$ cat config.mk
export PLATFORM = sky130hd
export DESIGN_NAME = tile_plane_fetch
export DESIGN_NICKNAME = d
export VERILOG_FILES = /design/src/rtl/tile_plane_fetch.sv
export SDC_FILE = /design/constraint.sdc
export NUM_CORES = 1
export LEC_CHECK = 0
export BUFFER_PORTS_ARGS = -buffer_cell sky130_fd_sc_hd__buf_2
export CORE_MARGIN = 8
export CORE_UTILIZATION = 50
export CTS_BUF_LIST = sky130_fd_sc_hd__clkbuf_16
export DETAILED_ROUTE_END_ITERATION = 7
export GPL_TIMING_DRIVEN = 0
export PLACE_DENSITY = 0.76
export SLEW_MARGIN = 20
export SYNTH_ARGS = -nofsm -noshare
export SYNTH_HDL_FRONTEND = slang
export SYNTH_SLANG_ARGS = --single-unit
$ cat constraint.sdc
create_clock -name clk -period 2 [get_ports clk]
set_input_delay 0.2 -clock clk [delete_from_list [all_inputs] [get_ports clk]]
set_output_delay 0.2 -clock clk [all_outputs]
set_load 0.03 [all_outputs]
$ cat src/rtl/tile_plane_fetch.sv
// Background tile fetch sequencer: per 8-pixel group reads a tile code and three char-ROM planes,
// double-buffers them and parallel-loads the 3-plane shifter. Flip-screen support: `define TILE_FLIP_EN.
module tile_plane_fetch #(
    parameter int ROM_LAT   = 1,
    parameter int COLS_LOG2 = 5
) (
    input  logic                 clk,
    input  logic                 nRST,
    input  logic                 ce_pix,
    input  logic                 hblank,
    input  logic                 vblank,
    input  logic [7:0]           hpos,
    input  logic [7:0]           vpos,
    input  logic                 flip,
    output logic [COLS_LOG2+4:0] vram_addr,
    input  logic [7:0]           vram_data,
    output logic [12:0]          crom_addr,
    input  logic [7:0]           crom_data,
    output logic [7:0]           pinA,
    output logic [7:0]           pinB,
    output logic [7:0]           pinC,
    output logic                 load_n,
    output logic                 clr_n,
    output logic                 underrun
);

    localparam logic [1:0] LAST_CNT = 2'(ROM_LAT);

    typedef enum logic [2:0] {
        ST_IDLE,
        ST_TILE,
        ST_P0,
        ST_P1,
        ST_P2,
        ST_DONE
    } state_t;

    state_t                 state_reg, state_next;
    logic [1:0]             cnt_reg, cnt_next;
    logic [7:0]             tile_reg, tile_next;
    logic [2:0][7:0]        stage_reg, stage_next;
    logic [2:0][7:0]        pins_reg, pins_next;
    logic [COLS_LOG2+4:0]   vram_addr_reg, vram_addr_next;
    logic [12:0]            crom_addr_reg, crom_addr_next;
    logic                   load_n_reg, load_n_next;
    logic                   clr_n_reg, clr_n_next;
    logic                   underrun_reg, underrun_next;

    logic                   blank;
    logic                   start_evt;
    logic                   load_evt;
    logic                   cnt_last;
    logic                   busy;
    logic [4:0]             col_inc;
    logic [COLS_LOG2-1:0]   col_sel;
    logic [4:0]             vrow_sel;
    logic [2:0]             row_sel;
    logic [7:0]             plane_byte;

    assign blank     = hblank | vblank;
    assign start_evt = ce_pix && (hpos[2:0] == 3'd0) && !blank;
    assign load_evt  = ce_pix && (hpos[2:0] == 3'd7) && !blank;
    assign cnt_last  = (cnt_reg == LAST_CNT);
    assign busy      = (state_reg != ST_IDLE) && (state_reg != ST_DONE);
    // The fetch at the start of group N targets group N+1, hence the +1.
    assign col_inc   = hpos[7:3] + 5'd1;

`ifdef TILE_FLIP_EN
    logic       flip_reg;
    logic [7:0] plane_rev;

    // Flip is latched at the start so one group never mixes orientations.
    always_ff @(posedge clk or negedge nRST) begin
        if (!nRST) begin
            flip_reg <= 1'b0;
        end else if (start_evt) begin
            flip_reg <= flip;
        end
    end

    for (genvar gi = 0; gi < 8; gi++) begin : g_rev
        assign plane_rev[gi] = crom_data[7-gi];
    end

    assign col_sel    = flip ? ~col_inc[COLS_LOG2-1:0] : col_inc[COLS_LOG2-1:0];
    assign vrow_sel   = flip ? ~vpos[7:3] : vpos[7:3];
    assign row_sel    = flip_reg ? ~vpos[2:0] : vpos[2:0];
    assign plane_byte = flip_reg ? plane_rev : crom_data;
`else
    logic unused_flip;

    assign unused_flip = flip;
    assign col_sel     = col_inc[COLS_LOG2-1:0];
    assign vrow_sel    = vpos[7:3];
    assign row_sel     = vpos[2:0];
    assign plane_byte  = crom_data;
`endif

    always_comb begin
        state_next     = state_reg;
        cnt_next       = cnt_reg;
        tile_next      = tile_reg;
        stage_next     = stage_reg;
        pins_next      = pins_reg;
        vram_addr_next = vram_addr_reg;
        crom_addr_next = crom_addr_reg;
        load_n_next    = 1'b1;
        underrun_next  = 1'b0;
        clr_n_next     = ~blank;

        // Every fetch state lasts ROM_LAT+1 clocks; data is captured on the last one.
        if (busy) begin
            cnt_next = cnt_last ? 2'd0 : cnt_reg + 2'd1;
        end

        case (state_reg)
            ST_TILE: begin
                if (cnt_last) begin
                    tile_next      = vram_data;
                    crom_addr_next = {2'd0, vram_data, row_sel};
                    state_next     = ST_P0;
                end
            end
            ST_P0: begin
                if (cnt_last) begin
                    stage_next[0]  = plane_byte;
                    crom_addr_next = {2'd1, tile_reg, row_sel};
                    state_next     = ST_P1;
                end
            end
            ST_P1: begin
                if (cnt_last) begin
                    stage_next[1]  = plane_byte;
                    crom_addr_next = {2'd2, tile_reg, row_sel};
                    state_next     = ST_P2;
                end
            end
            ST_P2: begin
                if (cnt_last) begin
                    stage_next[2] = plane_byte;
                    state_next    = ST_DONE;
                end
            end
            default: ;
        endcase

        if (blank) begin
            state_next = ST_IDLE;
        end else if (start_evt) begin
            underrun_next  = busy;
            state_next     = ST_TILE;
            cnt_next       = 2'd0;
            vram_addr_next = {vrow_sel, col_sel};
        end else if (load_evt) begin
            load_n_next = 1'b0;
            state_next  = ST_IDLE;
            if (state_reg == ST_DONE) begin
                pins_next = stage_reg;
            end else begin
                pins_next     = '0;
                underrun_next = 1'b1;
            end
        end
    end

    always_ff @(posedge clk or negedge nRST) begin
        if (!nRST) begin
            state_reg     <= ST_IDLE;
            cnt_reg       <= 2'd0;
            tile_reg      <= 8'h00;
            stage_reg     <= '0;
            pins_reg      <= '0;
            vram_addr_reg <= '0;
            crom_addr_reg <= '0;
            load_n_reg    <= 1'b1;
            clr_n_reg     <= 1'b0;
            underrun_reg  <= 1'b0;
        end else begin
            state_reg     <= state_next;
            cnt_reg       <= cnt_next;
            tile_reg      <= tile_next;
            stage_reg     <= stage_next;
            pins_reg      <= pins_next;
            vram_addr_reg <= vram_addr_next;
            crom_addr_reg <= crom_addr_next;
            load_n_reg    <= load_n_next;
            clr_n_reg     <= clr_n_next;
            underrun_reg  <= underrun_next;
        end
    end

    assign vram_addr = vram_addr_reg;
    assign crom_addr = crom_addr_reg;
    assign pinA      = pins_reg[0];
    assign pinB      = pins_reg[1];
    assign pinC      = pins_reg[2];
    assign load_n    = load_n_reg;
    assign clr_n     = clr_n_reg;
    assign underrun  = underrun_reg;

endmodule

==> impl_results.md, run 1 <==
* Max-Cap Viols at 0
* PD cells at roughly 1000 nW/um^2
* Seq cells post-synth at 87
* P&R area growth vs syn at 24.7%
* Initial Util at between 50% and 60%
* Residual DRC count at 0
* Type of the worst min-delay path: input port to flop
* Max Buffers Root-to-Sink at 2
* Hpwl dp at about 5.5 mm
* Endpoints failing setup at 0
* Pre-Repair DR Iteration Count at 4
* # port buffers at 86
* Final critical-path required period at approximately 1700 ps
* Synth area leader: dfrtp_1
* Non-Filler Instances at roughly 490
* Setup Skew at about 13 ps
* Via density at approximately 5
* Vias in the first global route at approximately 2700
* Synth cell types at 36
* Die extent in x at 100 um
* Post-Syn Area at ~3600 um^2
* Critical path's largest stage delay at ~380 ps
* Antenna-violating nets left at 0
* WS Path Type: flop to flop
* First-pass GRT wire length at 12.8 mm
* Worst-Margin Slew at approximately 500 ps
* Die span in y at 100 um
* Num CTS Buffers at 9
* Leakage at between 2 and 2.5 nW
* Reg area at 2180 um^2
* Post-cts sizing count at 0
* Hold-fix buffers, CTS at 1
* Seq/Total Area, Yosys at 61.2%
* Die area at a little over 10000 um^2
* Status: finished, final reports clean
* CTS H-tree depth at 3
* # rows at 30
* Design area at ~4400 um^2
* IR drop worst, VDD at a little over 500 uV
* Final layout net count at ~430
* Fmax at approximately 580 MHz
* Post-DP Area at a little over 4000 um^2
* Largest net degree at the start of global routing at 55
* Layout cell share with drive strength beyond 1 at between 40 and 50%
* Worst endpoint required time at approximately 2200 ps
* Clock slew at reported path FFs at around 70 ps
* Syn Inst Count at between 200 and 300
* Critical path launch point type: flop
* Final wirelength at between 7 and 8 mm
* Fin crit share at between 80% and 90%
* Critical Path, Cell by Cell: buf_6, nor3b_4, nand2_1, nor2_4, mux2_2
* CTS tree: yes
* First DRT Iteration DRCs at between 100 and 150
* Mean routed wirelength per cell at between 15 and 20 um
* Crit-path max FO at 9
* Slowest-stage cell, CP: mux2_2
* Initial antenna violation count at 0
* Worst skew pair latency at roughly 340 ps
* Ranking of synthesized cells by area: dfrtp_1, mux2_2, nand2_1
* Fill count at around 580
* Worst setup EP type: flop
* Hold Vio Cnt, Final at 0
* Ports at ~90
* Yosys top cell area share at between 60% and 70%
* CTS root buf: clkbuf_16
* Core Box Area at 6830 um^2
* Synth Net Count at ~330
* Routability Congestion at roughly 0.75
* Cells after DPL at 476
* Avg Inst Size Synth at 12.1 um^2
* Grt total ovfl at 0
* # Post-CTS Setup Buffers at 0
* RSZ-0062 raised after global routing: no
* Area of the multi-input gates at 1310 um^2
* GRT Total Usage at between 10% and 20%
* Max reg flops at 24
* Via count at ~2500
* Total negative slack at 0 ps
* Max-slew violation count at 0
* Sinks on Clock Net at 87
* Worst EP arrival at 1930 ps
* Warnings from Yosys at 0
* Slew HR at between 60% and 70%
* Antenna diodes at 0
[per-stage QoR]
| step | total power, W | worst slack, ps | utilization, % | hold slack, ps |
|---|---|---|---|---|
| floorplan | 0.00263 | 469 | - | -95.6 |
| global placement | 0.00290 | 20.4 | 60.1 | 430 |
| detailed placement | 0.00294 | 276 | 60.6 | 180 |
| CTS | 0.00456 | 281 | 64.9 | 82.5 |
| global route | 0.00470 | 157 | 64.9 | 82.2 |
| finish | 0.00450 | 286 | 64.9 | 93.2 |
[logic make-up after synthesis]
kind of cell,count (synthesis),synth area share [%]
flip-flops,87,61.2
multiplexers,50,15.5
AO/OA/AOI/OAI,48,8.12
adder cells (fa/ha/maj),1,0.352
buffers and inverters,15,2.11
AND/OR/NAND/NOR,86,11.2
XOR/XNOR,6,1.48
[synthesized netlist by cell type (all sizes together)]
master and count:
nor3b 2, or2 1, clkbuf 6, o2bb2a 1, a21boi 2, mux2 42, xor2 3, and4 1
a2111oi 1, nand3 5, a21oi 3, dfrtp 86, nor2 6, o211a 1, inv 2, nand2 68
dfstp 1, xnor2 3, o21ai 37, o31ai 1, and2 2, a21o 1, o21a 1, and2b 1
mux2i 8, ha 1, buf 7
[area by class of cell]
cell class / instances / share of cell area [%]
Sequential cell: 87 / 49.1
Multi-Input combinational cell: 191 / 29.4
Timing Repair Buffer: 88 / 10.6
Clock buffer: 9 / 5.08
Tap cell: 96 / 2.71
Buffer: 13 / 1.52
Clock inverter: 7 / 1.41
Inverter: 2 / 0.169
[where the power goes]
group / internal [W] / total (W) / switching (W)
Sequential: 0.00197 / 0.00208 / 0.000106
Clock: 0.000870 / 0.00161 / 0.000738
Combinational: 0.000289 / 0.000812 / 0.000523
Total: 0.00313 / 0.00450 / 0.00137
[layer usage]
| layer | track usage (%) | part of all wire (%) | vias to the layer above | routed length [um] |
|---|---|---|---|---|
| met5 | 0 | 0 | - | 0 |
| met4 | 7.67 | 1.6 | 0 | 120 |
| met3 | 4.08 | 5.7 | 11 | 432 |
| met1 | 19.8 | 44 | 1193 | 3320 |
| met2 | 26.1 | 49 | 67 | 3680 |
| li1 | - | - | 1195 | - |
[cells in the final DEF, fill, tap and decap left out, types with 2 or more instances in the layout]
master and instances:
nand3_1 3, inv_1 2, o21ai_0 34, and2_1 2, o21ai_1 2, nand2_1 68, buf_2 88, dfrtp_1 86
nor2_4 2, a21oi_1 3, xnor2_1 3, buf_4 3, xor2_1 3, clkbuf_16 9, mux2i_1 8, inv_6 4
mux2_2 42, clkbuf_1 6, nor2_1 4, nand3_2 2
[worst paths after layout]
| kind | cells past startpoint | end | start | slack, ps |
|---|---|---|---|---|
| max | 5 | stage_reg[6] | state_reg[2] | 290 |
| min | 2 | vram_addr[7] | vpos[5] | 90 |
| max reg2reg | 5 | stage_reg[6] | state_reg[2] | 290 |
| min reg2reg | 2 | pinA[2] | pinA[2] | 470 |
| max in group asynchronous | 3 | crom_addr[0] | nRST | 1030 |
| min in group asynchronous | 2 | pinB[6] | nRST | 350 |
[critical path, delay by kind of cell (launching register included)]
| family | cells | cell delay, ps |
|---|---|---|
| and+or+nand+nor | 3 | 700 |
| DFF | 1 | 370 |
| buffers and inverters | 1 | 140 |
| muxes | 1 | 380 |
Power figures use the tool's default switching activity.
==> inputs of run 2 (changes only) <==
--- a/config.mk
+++ b/config.mk
@@ -11,6 +11,7 @@
 export CTS_BUF_LIST = sky130_fd_sc_hd__clkbuf_16
 export DETAILED_ROUTE_END_ITERATION = 7
 export GPL_TIMING_DRIVEN = 0
+export MAX_ROUTING_LAYER = met4
 export PLACE_DENSITY = 0.76
 export SLEW_MARGIN = 20
 export SYNTH_ARGS = -nofsm -noshare
==> impl_results.md, run 2 (synthesized netlist as in run 1, its figures left out) <==
* Initial antenna violation count at 0
* First-pass GRT wire length at around 13 mm
* WS Path Type: flop to flop
* Worst EP arrival at around 1900 ps
* Mean routed wirelength per cell at around 15 um
* Antenna-violating nets left at 0
* Leakage at roughly 2.2 nW
* Crit-path max FO at 9
* Total negative slack at 0 ps
* Hold Vio Cnt, Final at 0
* Clock slew at reported path FFs at around 70 ps
* Initial Util at ~52%
* Largest net degree at the start of global routing at between 50 and 60
* Antenna diodes at 0
* IR drop worst, VDD at slightly above 500 uV
* Critical path launch point type: flop
* Die span in y at 100 um
* Die area at 10100 um^2
* Most common cell after layout, fill and taps aside: buf_2
* Ports at 88
* P&R area growth vs syn at 24.7%
* Min-delay src: vpos[5]
* CTS root buf: clkbuf_16
* Via count at 2468
* Design area at around 4400 um^2
* Top delay family on crit path: simple AND/OR/NAND/NOR gates
* Max reg flops at 24
* CP Buf/Inv Count at 1
* Setup Skew at 12.8 ps
* Slowest-stage cell, CP: mux2_2
* Type of the worst min-delay path: input port to flop
* Grt total ovfl at 0
* Residual DRC count at 0
* Critical path's largest stage delay at between 300 and 400 ps
* Worst-Margin Slew at between 400 and 500 ps
* Worst endpoint required time at roughly 2200 ps
* Status: finished, final reports clean
* Via density at between 5 and 6
* PD cells at 1020 nW/um^2
* Sinks on Clock Net at between 80 and 90
* Worst setup EP type: flop
* Endpoints failing setup at 0
* Final layout net count at 431
* Layout cell share with drive strength beyond 1 at approximately two fifths
* Max-Cap Viols at 0
* # port buffers at 86
* Die extent in x at roughly 100 um
* Core Box Area at 6830 um^2
* Critical Path, Cell by Cell: buf_6, nor3b_4, nand2_1, nor2_4, mux2_2
* GRT Total Usage at 16.7%
* Vias in the first global route at between 2000 and 3000
* Hpwl dp at ~5.5 mm
* Reg2reg start: state_reg[2]
* Fin crit share at a little under nine tenths
* RSZ-0062 raised after global routing: no
* CTS tree: yes
* Max Buffers Root-to-Sink at 2
* Most frequent cells in the layout: buf_2, dfrtp_1, nand2_1
* CTS H-tree depth at 3
* Fin Hold WS at approximately 90 ps
* Pre-Repair DR Iteration Count at 4
* Worst skew pair latency at ~340 ps
* Fill count at about 580
* # rows at 30
* First DRT Iteration DRCs at 110
* Fmax at between 500 and 600 MHz
* Util after Layout at between 60 and 70%
* Post-DP Area at 4140 um^2
* Routability Congestion at between 0.7 and 0.8
* Setup crit start: state_reg[2]
* Final critical-path required period at between 1500 and 2000 ps
* Num CTS Buffers at 9
* Final wirelength at 7.55 mm
* Slew HR at roughly two thirds
* Tot Pwr at ~0.0045 W
* Max-slew violation count at 0
==> run 2: cell counts in the layout (fill, tap and decap cells not counted) <==
No cell type changed its count.
==> run 2: worst paths after layout <==
check                               endpoint  slack (ps)  cells after the start
worst max-delay path            stage_reg[6]         290                      5
worst min-delay path            vram_addr[7]          90                      2
worst max register to register  stage_reg[6]         290                      5
worst min register to register       pinA[2]         470                      2
max in group asynchronous       crom_addr[0]        1030                      3
min in group asynchronous            pinB[6]         350                      2
==> run 2: layout make-up <==
| type | count | area [um^2] | area share [%] |
|---|---|---|---|
| Sequential cell | 87 | 2180 | 49.1 |
| Multi-Input combinational cell | 191 | 1310 | 29.4 |
| Timing Repair Buffer | 88 | 470 | 10.6 |
| Clock buffer | 9 | 225 | 5.08 |
| Tap cell | 96 | 120 | 2.71 |
| Buffer | 13 | 67.6 | 1.52 |
| Clock inverter | 7 | 62.6 | 1.41 |
| Inverter | 2 | 7.51 | 0.169 |
==> run 2: metrics by stage <==
stage | setup WS, ps | instances
after global placement | 20.4 | 475
after global routing | 157 | 493
after floorplan | 469 | 293
after detailed placement | 276 | 476
final | 286 | 493
after CTS | 281 | 493
==> run 2: repair_timing <==
item / in CTS / in global routing
hold buffers: 1 / 0
buffers inserted: 0 / 0
endpoints found under the hold margin: 32 / 0
gates resized for setup: 0 / 0
==> run 2: routing by layer <==
layer	GRT usage, %	part of all wire [%]	vias up
met5	-	0	-
met4	6.63	1.8	0
met3	4.57	5.3	12
met2	26.1	49	64
met1	20.0	44	1196
li1	-	-	1196
==> run 2: power by group <==
group          leakage [nW]  switching [W]  total [W]  internal (W)
combinational         0.975       0.000523   0.000812      0.000289
sequential             1.12       0.000106    0.00208       0.00197
clock                 0.139       0.000743    0.00161      0.000870
